**config.mk**
```make
export PLATFORM = sky130hd
export DESIGN_NAME = can_bus_responder
export DESIGN_NICKNAME = d
export VERILOG_FILES = /design/src/rtl/can_bus_responder.sv
export SDC_FILE = /design/constraint.sdc
export NUM_CORES = 1
export LEC_CHECK = 0
export ABC_AREA = 1
export BUFFER_PORTS_ARGS = -buffer_cell sky130_fd_sc_hd__buf_2
export CAP_MARGIN = 25
export CORE_UTILIZATION = 50
export CTS_CLUSTER_SIZE = 14
export DETAILED_ROUTE_END_ITERATION = 16
export GPL_ROUTABILITY_DRIVEN = 0
export GPL_TIMING_DRIVEN = 0
export PLACE_DENSITY = 0.75
export SLEW_MARGIN = 20
export SYNTH_ARGS = -nofsm -noshare
export SYNTH_HDL_FRONTEND = slang
export SYNTH_SLANG_ARGS = --single-unit
```
**constraint.sdc**
```tcl
create_clock -name clk -period 26.3 [get_ports clk]
set_input_delay 2.63 -clock clk [delete_from_list [all_inputs] [get_ports clk]]
set_output_delay 2.63 -clock clk [all_outputs]
set_load 0.1 [all_outputs]
```
**src/rtl/can_bus_responder.sv**
```systemverilog
// Controller-side responder for the 8-bit multiplexed Intel-mode CAN bus.
// Latches address on ALE, serves reads, commits writes, drives INT_n.
module can_bus_responder #(
  parameter int         ADDR_W      = 5,
  parameter int         SYNC_STAGES = 2,
  parameter int         IR_ADDR     = 3,
  parameter int         IER_ADDR    = 4,
  parameter logic [7:0] MODE_RST    = 8'h01
) (
  input  logic       clk,
  input  logic       rst,
  input  logic [7:0] bus_ad_i,
  output logic [7:0] bus_ad_o,
  output logic       bus_ad_oe,
  input  logic       bus_ale,
  input  logic       bus_cs_n,
  input  logic       bus_rd_n,
  input  logic       bus_wr_n,
  input  logic       bus_rst_n,
  output logic       bus_int_n,
  input  logic [7:0] evt_i,
  output logic       wr_evt_o,
  output logic [7:0] wr_addr_o,
  output logic [7:0] wr_data_o,
  output logic [7:0] mode_o
);

  typedef enum logic [2:0] {
    IDLE,
    ADDR,
    SEL,
    RD,
    WR
  } state_t;

  localparam int NREG = 1 << ADDR_W;
  localparam int SW   = 13;
  localparam logic [7:0] IR_A = 8'(IR_ADDR);
  localparam logic [8:0] NREG9 = 9'(NREG);
  // bundle order: ale, cs_n, rd_n, wr_n, rst_n, ad
  localparam logic [SW-1:0] SYNC_IDLE =
    {1'b0, 1'b1, 1'b1, 1'b1, 1'b1, 8'h00};

  logic [SW-1:0] sync_q [SYNC_STAGES];

  logic       ale_s;
  logic       cs_n_s;
  logic       rd_n_s;
  logic       wr_n_s;
  logic       rst_n_s;
  logic [7:0] ad_s;

  logic ale_p;
  logic cs_n_p;
  logic rd_n_p;
  logic wr_n_p;

  state_t state_q;
  state_t state_d;

  logic [7:0] addr_q;
  logic [7:0] wdata_q;
  logic [7:0] regs [NREG];

  logic       latch_addr;
  logic       rd_load;
  logic       rd_exit;
  logic       wr_cap;
  logic       wr_commit;
  logic       in_range;
  logic [7:0] rdata;
  logic [7:0] ir_clr;

  always_ff @(posedge clk or posedge rst) begin
    if (rst) begin
      for (int i = 0; i < SYNC_STAGES; i++) begin
        sync_q[i] <= SYNC_IDLE;
      end
    end else begin
      sync_q[0] <= {bus_ale, bus_cs_n, bus_rd_n,
                    bus_wr_n, bus_rst_n, bus_ad_i};
      for (int i = 1; i < SYNC_STAGES; i++) begin
        sync_q[i] <= sync_q[i-1];
      end
    end
  end

  assign {ale_s, cs_n_s, rd_n_s, wr_n_s, rst_n_s, ad_s} =
    sync_q[SYNC_STAGES-1];

  always_ff @(posedge clk or posedge rst) begin
    if (rst) begin
      ale_p  <= 1'b0;
      cs_n_p <= 1'b1;
      rd_n_p <= 1'b1;
      wr_n_p <= 1'b1;
    end else begin
      ale_p  <= ale_s;
      cs_n_p <= cs_n_s;
      rd_n_p <= rd_n_s;
      wr_n_p <= wr_n_s;
    end
  end

  logic ale_rise;
  logic ale_fall;
  logic cs_rise;
  logic rd_fall;
  logic rd_rise;
  logic wr_fall;
  logic wr_rise;

  assign ale_rise = ale_s & ~ale_p;
  assign ale_fall = ~ale_s & ale_p;
  assign cs_rise  = cs_n_s & ~cs_n_p;
  assign rd_fall  = ~rd_n_s & rd_n_p;
  assign rd_rise  = rd_n_s & ~rd_n_p;
  assign wr_fall  = ~wr_n_s & wr_n_p;
  assign wr_rise  = wr_n_s & ~wr_n_p;

  assign in_range = {1'b0, addr_q} < NREG9;
  assign rdata    = in_range ? regs[addr_q[ADDR_W-1:0]]
                             : 8'hFF;
  assign mode_o   = regs[0];

  always_ff @(posedge clk or posedge rst) begin
    if (rst) begin
      state_q <= IDLE;
    end else begin
      state_q <= state_d;
    end
  end

  always_comb begin
    state_d    = state_q;
    latch_addr = 1'b0;
    rd_load    = 1'b0;
    rd_exit    = 1'b0;
    wr_cap     = 1'b0;
    wr_commit  = 1'b0;
    unique case (state_q)
      IDLE: begin
        if (ale_rise) state_d = ADDR;
      end
      ADDR: begin
        if (ale_fall) begin
          latch_addr = 1'b1;
          state_d    = SEL;
        end
      end
      SEL: begin
        // both strobes low is a protocol error: park here
        if (!cs_n_s && !rd_n_s && !wr_n_s) begin
          state_d = SEL;
        end else if (!cs_n_s && rd_fall) begin
          state_d = RD;
        end else if (!cs_n_s && wr_fall) begin
          state_d = WR;
        end else if (ale_rise) begin
          state_d = ADDR;
        end
      end
      RD: begin
        if (rd_rise || cs_rise) begin
          rd_exit = 1'b1;
          state_d = IDLE;
        end else if (!bus_ad_oe) begin
          rd_load = 1'b1;
        end
      end
      WR: begin
        if (cs_rise) begin
          state_d = IDLE;
        end else if (wr_rise) begin
          wr_commit = ~cs_n_s;
          state_d   = IDLE;
        end else if (!wr_n_s) begin
          wr_cap = 1'b1;
        end
      end
      default: state_d = IDLE;
    endcase
    if (!rst_n_s) begin
      state_d    = IDLE;
      latch_addr = 1'b0;
      rd_load    = 1'b0;
      rd_exit    = 1'b0;
      wr_cap     = 1'b0;
      wr_commit  = 1'b0;
    end
  end

  // only bits actually handed to the host get cleared
  assign ir_clr = (rd_exit && bus_ad_oe && addr_q == IR_A)
                ? bus_ad_o : 8'h00;

  always_ff @(posedge clk or posedge rst) begin
    if (rst) begin
      bus_ad_o  <= 8'h00;
      bus_ad_oe <= 1'b0;
      bus_int_n <= 1'b1;
      wr_evt_o  <= 1'b0;
      wr_addr_o <= 8'h00;
      wr_data_o <= 8'h00;
      addr_q    <= 8'h00;
      wdata_q   <= 8'h00;
    end else if (!rst_n_s) begin
      bus_ad_o  <= 8'h00;
      bus_ad_oe <= 1'b0;
      bus_int_n <= 1'b1;
      wr_evt_o  <= 1'b0;
      wr_addr_o <= 8'h00;
      wr_data_o <= 8'h00;
      addr_q    <= 8'h00;
      wdata_q   <= 8'h00;
    end else begin
      wr_evt_o <= 1'b0;
      if (latch_addr) addr_q <= ad_s;
      if (wr_cap) wdata_q <= ad_s;
      if (rd_load) begin
        bus_ad_o  <= rdata;
        bus_ad_oe <= 1'b1;
      end
      if (rd_exit) bus_ad_oe <= 1'b0;
      if (wr_commit) begin
        wr_evt_o  <= 1'b1;
        wr_addr_o <= addr_q;
        wr_data_o <= wdata_q;
      end
      bus_int_n <= ~|(regs[IR_ADDR] & regs[IER_ADDR]);
    end
  end

  always_ff @(posedge clk or posedge rst) begin
    if (rst) begin
      for (int i = 0; i < NREG; i++) begin
        regs[i] <= (i == 0) ? MODE_RST : 8'h00;
      end
    end else if (!rst_n_s) begin
      for (int i = 0; i < NREG; i++) begin
        regs[i] <= (i == 0) ? MODE_RST : 8'h00;
      end
    end else begin
      if (wr_commit && in_range && addr_q != IR_A) begin
        regs[addr_q[ADDR_W-1:0]] <= wdata_q;
      end
      regs[IR_ADDR] <= (regs[IR_ADDR] & ~ir_clr) | evt_i;
    end
  end

endmodule

```
After elaboration in Yosys (flattened, before gate mapping):

Cells that the tools add are included.

* bits of input ports: 23
* word-level logic and storage cells: 157
* output and inout port bits: 35
* flip-flop bits (word level): 332

* equality and inequality tests: 15
* order comparisons: 3
* reduce and logical (&&, ||, !) cells: 17
* muxes and demuxes: 55
* bitwise gates (word level): 20

Operators by type and width (count)
* $mux W256: 2
* $bwmux W256: 1
* $mux W8: 15
* $bmux W8 S5: 1
* $demux W8 S5: 1
* $mux W3: 9
* $mux W1: 25
* $and A8 B8 Y8: 2
* $pmux W3 S5: 1
* $ne A2 B1 Y1 const B: 5
* $logic_and A1 B1 Y1: 9
* $eq A8 B2 Y1 const B: 1
* $lt A8 B6 Y1 const B: 1
* $ne A8 B2 Y1 const B: 1
* $not A1 Y1: 8
* $not A8 Y8: 1
* $or A8 B8 Y8: 1
* $reduce_or A8 Y1: 1
* $and A1 B1 Y1: 7
* $eq A3 B2 Y1 const B: 2
* $ge A6 B6 Y1 const B: 1
* $lt A6 B1 Y1 const B: 1
* $ne A3 B3 Y1 const B: 2
* $not A5 Y6: 1
* 8 further kinds: 11

Depth between registers and ports, before layout:

* word-level depth: 13
* mapped depth: 14
* gate-level depth less buffers: 11

Least setup slack after synthesis:

OpenSTA, ideal clock, no wires.

* path kind: register to output
* start point: register bus_ad_oe
* end point: output bus_ad_oe
* buffers on the path: 0
* required time: 23.670 ns
* cell stages (with the launch flop): 1
* path slack: 22.747 ns
* arrival: 0.923 ns
* cells stage by stage: dfrtp_1

RTL lines
* from (decl): RTL line 14 `output logic bus_ad_oe,`
* from (signal assigned): RTL line 200 `bus_ad_oe <= 1'b0;`
* from (signal assigned): RTL line 209 `bus_ad_oe <= 1'b0;`
* from (signal assigned): RTL line 222 `bus_ad_oe <= 1'b1;`

No word-level cell between the ends.

Worst setup path in the final report:

* start point: register regs, in the netlist mode_o[0]
* end point: output mode_o[0]

RTL lines
* from (decl): RTL line 63 `logic [7:0] regs [NREG];`
* from (signal, indexed assignment): RTL line 237 `regs[i] <= (i == 0) ? MODE_RST : 8'h00;`
* from (signal, indexed assignment): RTL line 241 `regs[i] <= (i == 0) ? MODE_RST : 8'h00;`
* from (signal, indexed assignment): RTL line 245 `regs[addr_q[ADDR_W-1:0]] <= wdata_q;`
* to (decl): RTL line 25 `output logic [7:0] mode_o`

No word-level cell between the ends.

==> results.toml <==
[setup_path]
arrival_ns = 1.61
critical_path.max_fanout = 3
startpoint = "mode_o[0]"
reg2reg_depth = 6
crit_end = "mode_o[0]"
critPathKind = "flip-flop to output pin"
worstReg2RegEnd = "regs[151]"
rrSetupSlack_ns = 23.59
start_kind = "flip-flop"
r2r_start = "addr_q[0]"
cp.required_ns = 23.67
worstSetupEndpointType = "output pin"

[cts]
ctsHoldBuffers = 0
clkTransAtPathRegs_ns = 0.06
tritoncts = "done"
clkSinkCount = 332
h-tree-depth = 2
ctsLongestPathBuffers = 3
post_cts_buffers = 0
cts_resized = 0
cts_root_buffer = "clkbuf_16"
clkLatencyLatePin_ns = 0.52
cts_buffers = 36

[sta]
setup_ws_ns = 22.06
max_freq_mhz = 236
relSlewSlack = 0.335
rsz0062_at_grt = "false"
drv_slew = 0
period_share = 0.161
worst_slew_pin_slew_ns = 0.993
hold_viol_final = 0
setup_tns_ns = 0
finClkSkew_ns = 0.0233
setup_violations = 0
min_period_ns = 4.24

[floorplanning]
start_util = 0.513
rows = 63
io_pins = 58
die_h_um = 177
dieArea_um2 = 31400
coreArea_um2 = 30000
die_w_um = 177

[pwr]
total_power_mw = 1.15
p_leak_nw = 8.30
ir_drop_v = 0.0000656
power.density_nw_per_um2 = 66.1

[route]
routed_wl_um = 46500
wire_per_inst_um = 19.3
vias = 13900
ant_nets = 0
vias_per_cell = 5.76
drcViolationCount = 0
drt_iter0_drc = 1776
firstDrtPassIters = 6

[grt]
grt_pass1_wl_um = 73100
grt_max_degree = 101
overflow = 0
grt_pass1_vias = 13300
grt_antenna_before_repair = 0
globalRouteTotalUtil = 0.306

[yosys]
synth-async-reset-ratio = 1.00
ys_top_cells_by_count = "853 x nand2_1, 319 x dfrtp_1, 243 x o21ai_1"
syn_area_um2 = 15400
synth.net_count = 1922
synth_edf_count = 0
synthTopCellsByArea = "dfrtp_1 52%, nand2_1 21%, o21ai_1 7.9%"
synthCells = 1899
ys_ff_latch = 332
synth_top_area_frac = 0.520
syn_area_per_cell_um2 = 8.08
synth_flop_cell = "dfrtp_1"
ys_seq_area_frac = 0.542
synth_cell_type_count = 31
yosysTopAreaCell = "dfrtp_1"
yosysMostFrequentCell = "nand2_1"
yosys_warnings = 0

[placed_design]
place_ws_ns = 22.38
port_buffers = 57
dpl.hpwl_um = 32400

[status]
outcome = "completed"

[finish]
nNetsFinal = 2020
antenna_cells = 0
fillCellCount = 2606
layout-drive-gt1-share = 0.0996
area_growth_pct = 13.7

[flow_run]
maxCapViolCount = 0

[min_path]
hold_class = "flip-flop to flip-flop"
[flip-flops by register name (all words and copies together) (netlist names), 8 cells and up]
signal	count
regs	248
sync_q	14
ad_s	8
addr_q	8
bus_ad_o	8
mode_o	8
wdata_q	8
wr_addr_o	8
wr_data_o	8
[cell type report]
cell class                      instances  area [µm²]  area share
Sequential cell                       332        8320       0.477
Multi-Input combinational cell       1405        6300       0.361
Clock buffer                           51        1040      0.0595
Tap cell                              390         488      0.0280
Buffer                                 92         462      0.0265
Timing Repair Buffer                   60         368      0.0211
Inverter                               70         270      0.0155
Clock inverter                          9         200      0.0115
[cell usage in the layout, fill, tap and decap left out, drive strengths merged, types with 5 or more instances in the layout]
cell type  instances
nor2              84
inv               70
nand3            123
dfrtp            319
nand4             11
nor3               5
dfstp             13
nand2            856
clkbuf           110
a21oi              9
bufinv             6
o21ai            311
buf               93
[how the worst min path moves through the flow]
stage / from / endpoint / slack [ns] / cells past startpoint
2_1_floorplan: sync_q[13] / ad_s[0] / 0.33 / 0
3_3_place_gp: sync_q[25] / ale_s / 0.33 / 0
3_5_place_dp: sync_q[14] / ad_s[1] / 0.33 / 0
4_1_cts: sync_q[25] / ale_s / 0.34 / 0
5_1_grt: sync_q[19] / ad_s[6] / 0.34 / 0
6_report: sync_q[25] / ale_s / 0.34 / 0
[layer usage]
layer	vias up	track usage	share of wire
met1	6572	0.422	0.40
met2	810	0.458	0.43
li1	6303	-	-
met4	0	0.160	0.057
met3	187	0.0591	0.11
met5	-	0	0
[report_power, final]
group          internal [mW]  switching (mW)  leakage, nW  total (mW)
Clock                  0.333           0.203        0.598       0.535
Sequential             0.518         0.00525         4.52       0.523
Combinational         0.0169          0.0778         3.18      0.0947
Total                  0.867           0.286         8.30        1.15
[per-stage QoR]
stage	utilization	hold WS (ns)	instance area, µm²	cells
after global routing	0.583	0.342	17500	2409
after floorplan	-	0.331	15400	1899
final	0.583	0.340	17500	2409
after detailed placement	0.541	0.335	16200	2349
after CTS	0.583	0.344	17500	2409
after global placement	0.538	0.335	16100	2346
[kinds of logic (layout without fill, tap and decap cells)]
kind of cell	Yosys count	count (layout)	synth area share
compound gates	325	325	0.129
buf+inv	162	282	0.0472
flops	332	332	0.542
simple gates	1080	1080	0.281
[critical path, cell delays in order, from the launching register on]
cell and delay, ns:
dfstp_2 0.57, buf_4 0.11, buf_2 0.41
Note: power is estimated with default switching activity, not from simulation.
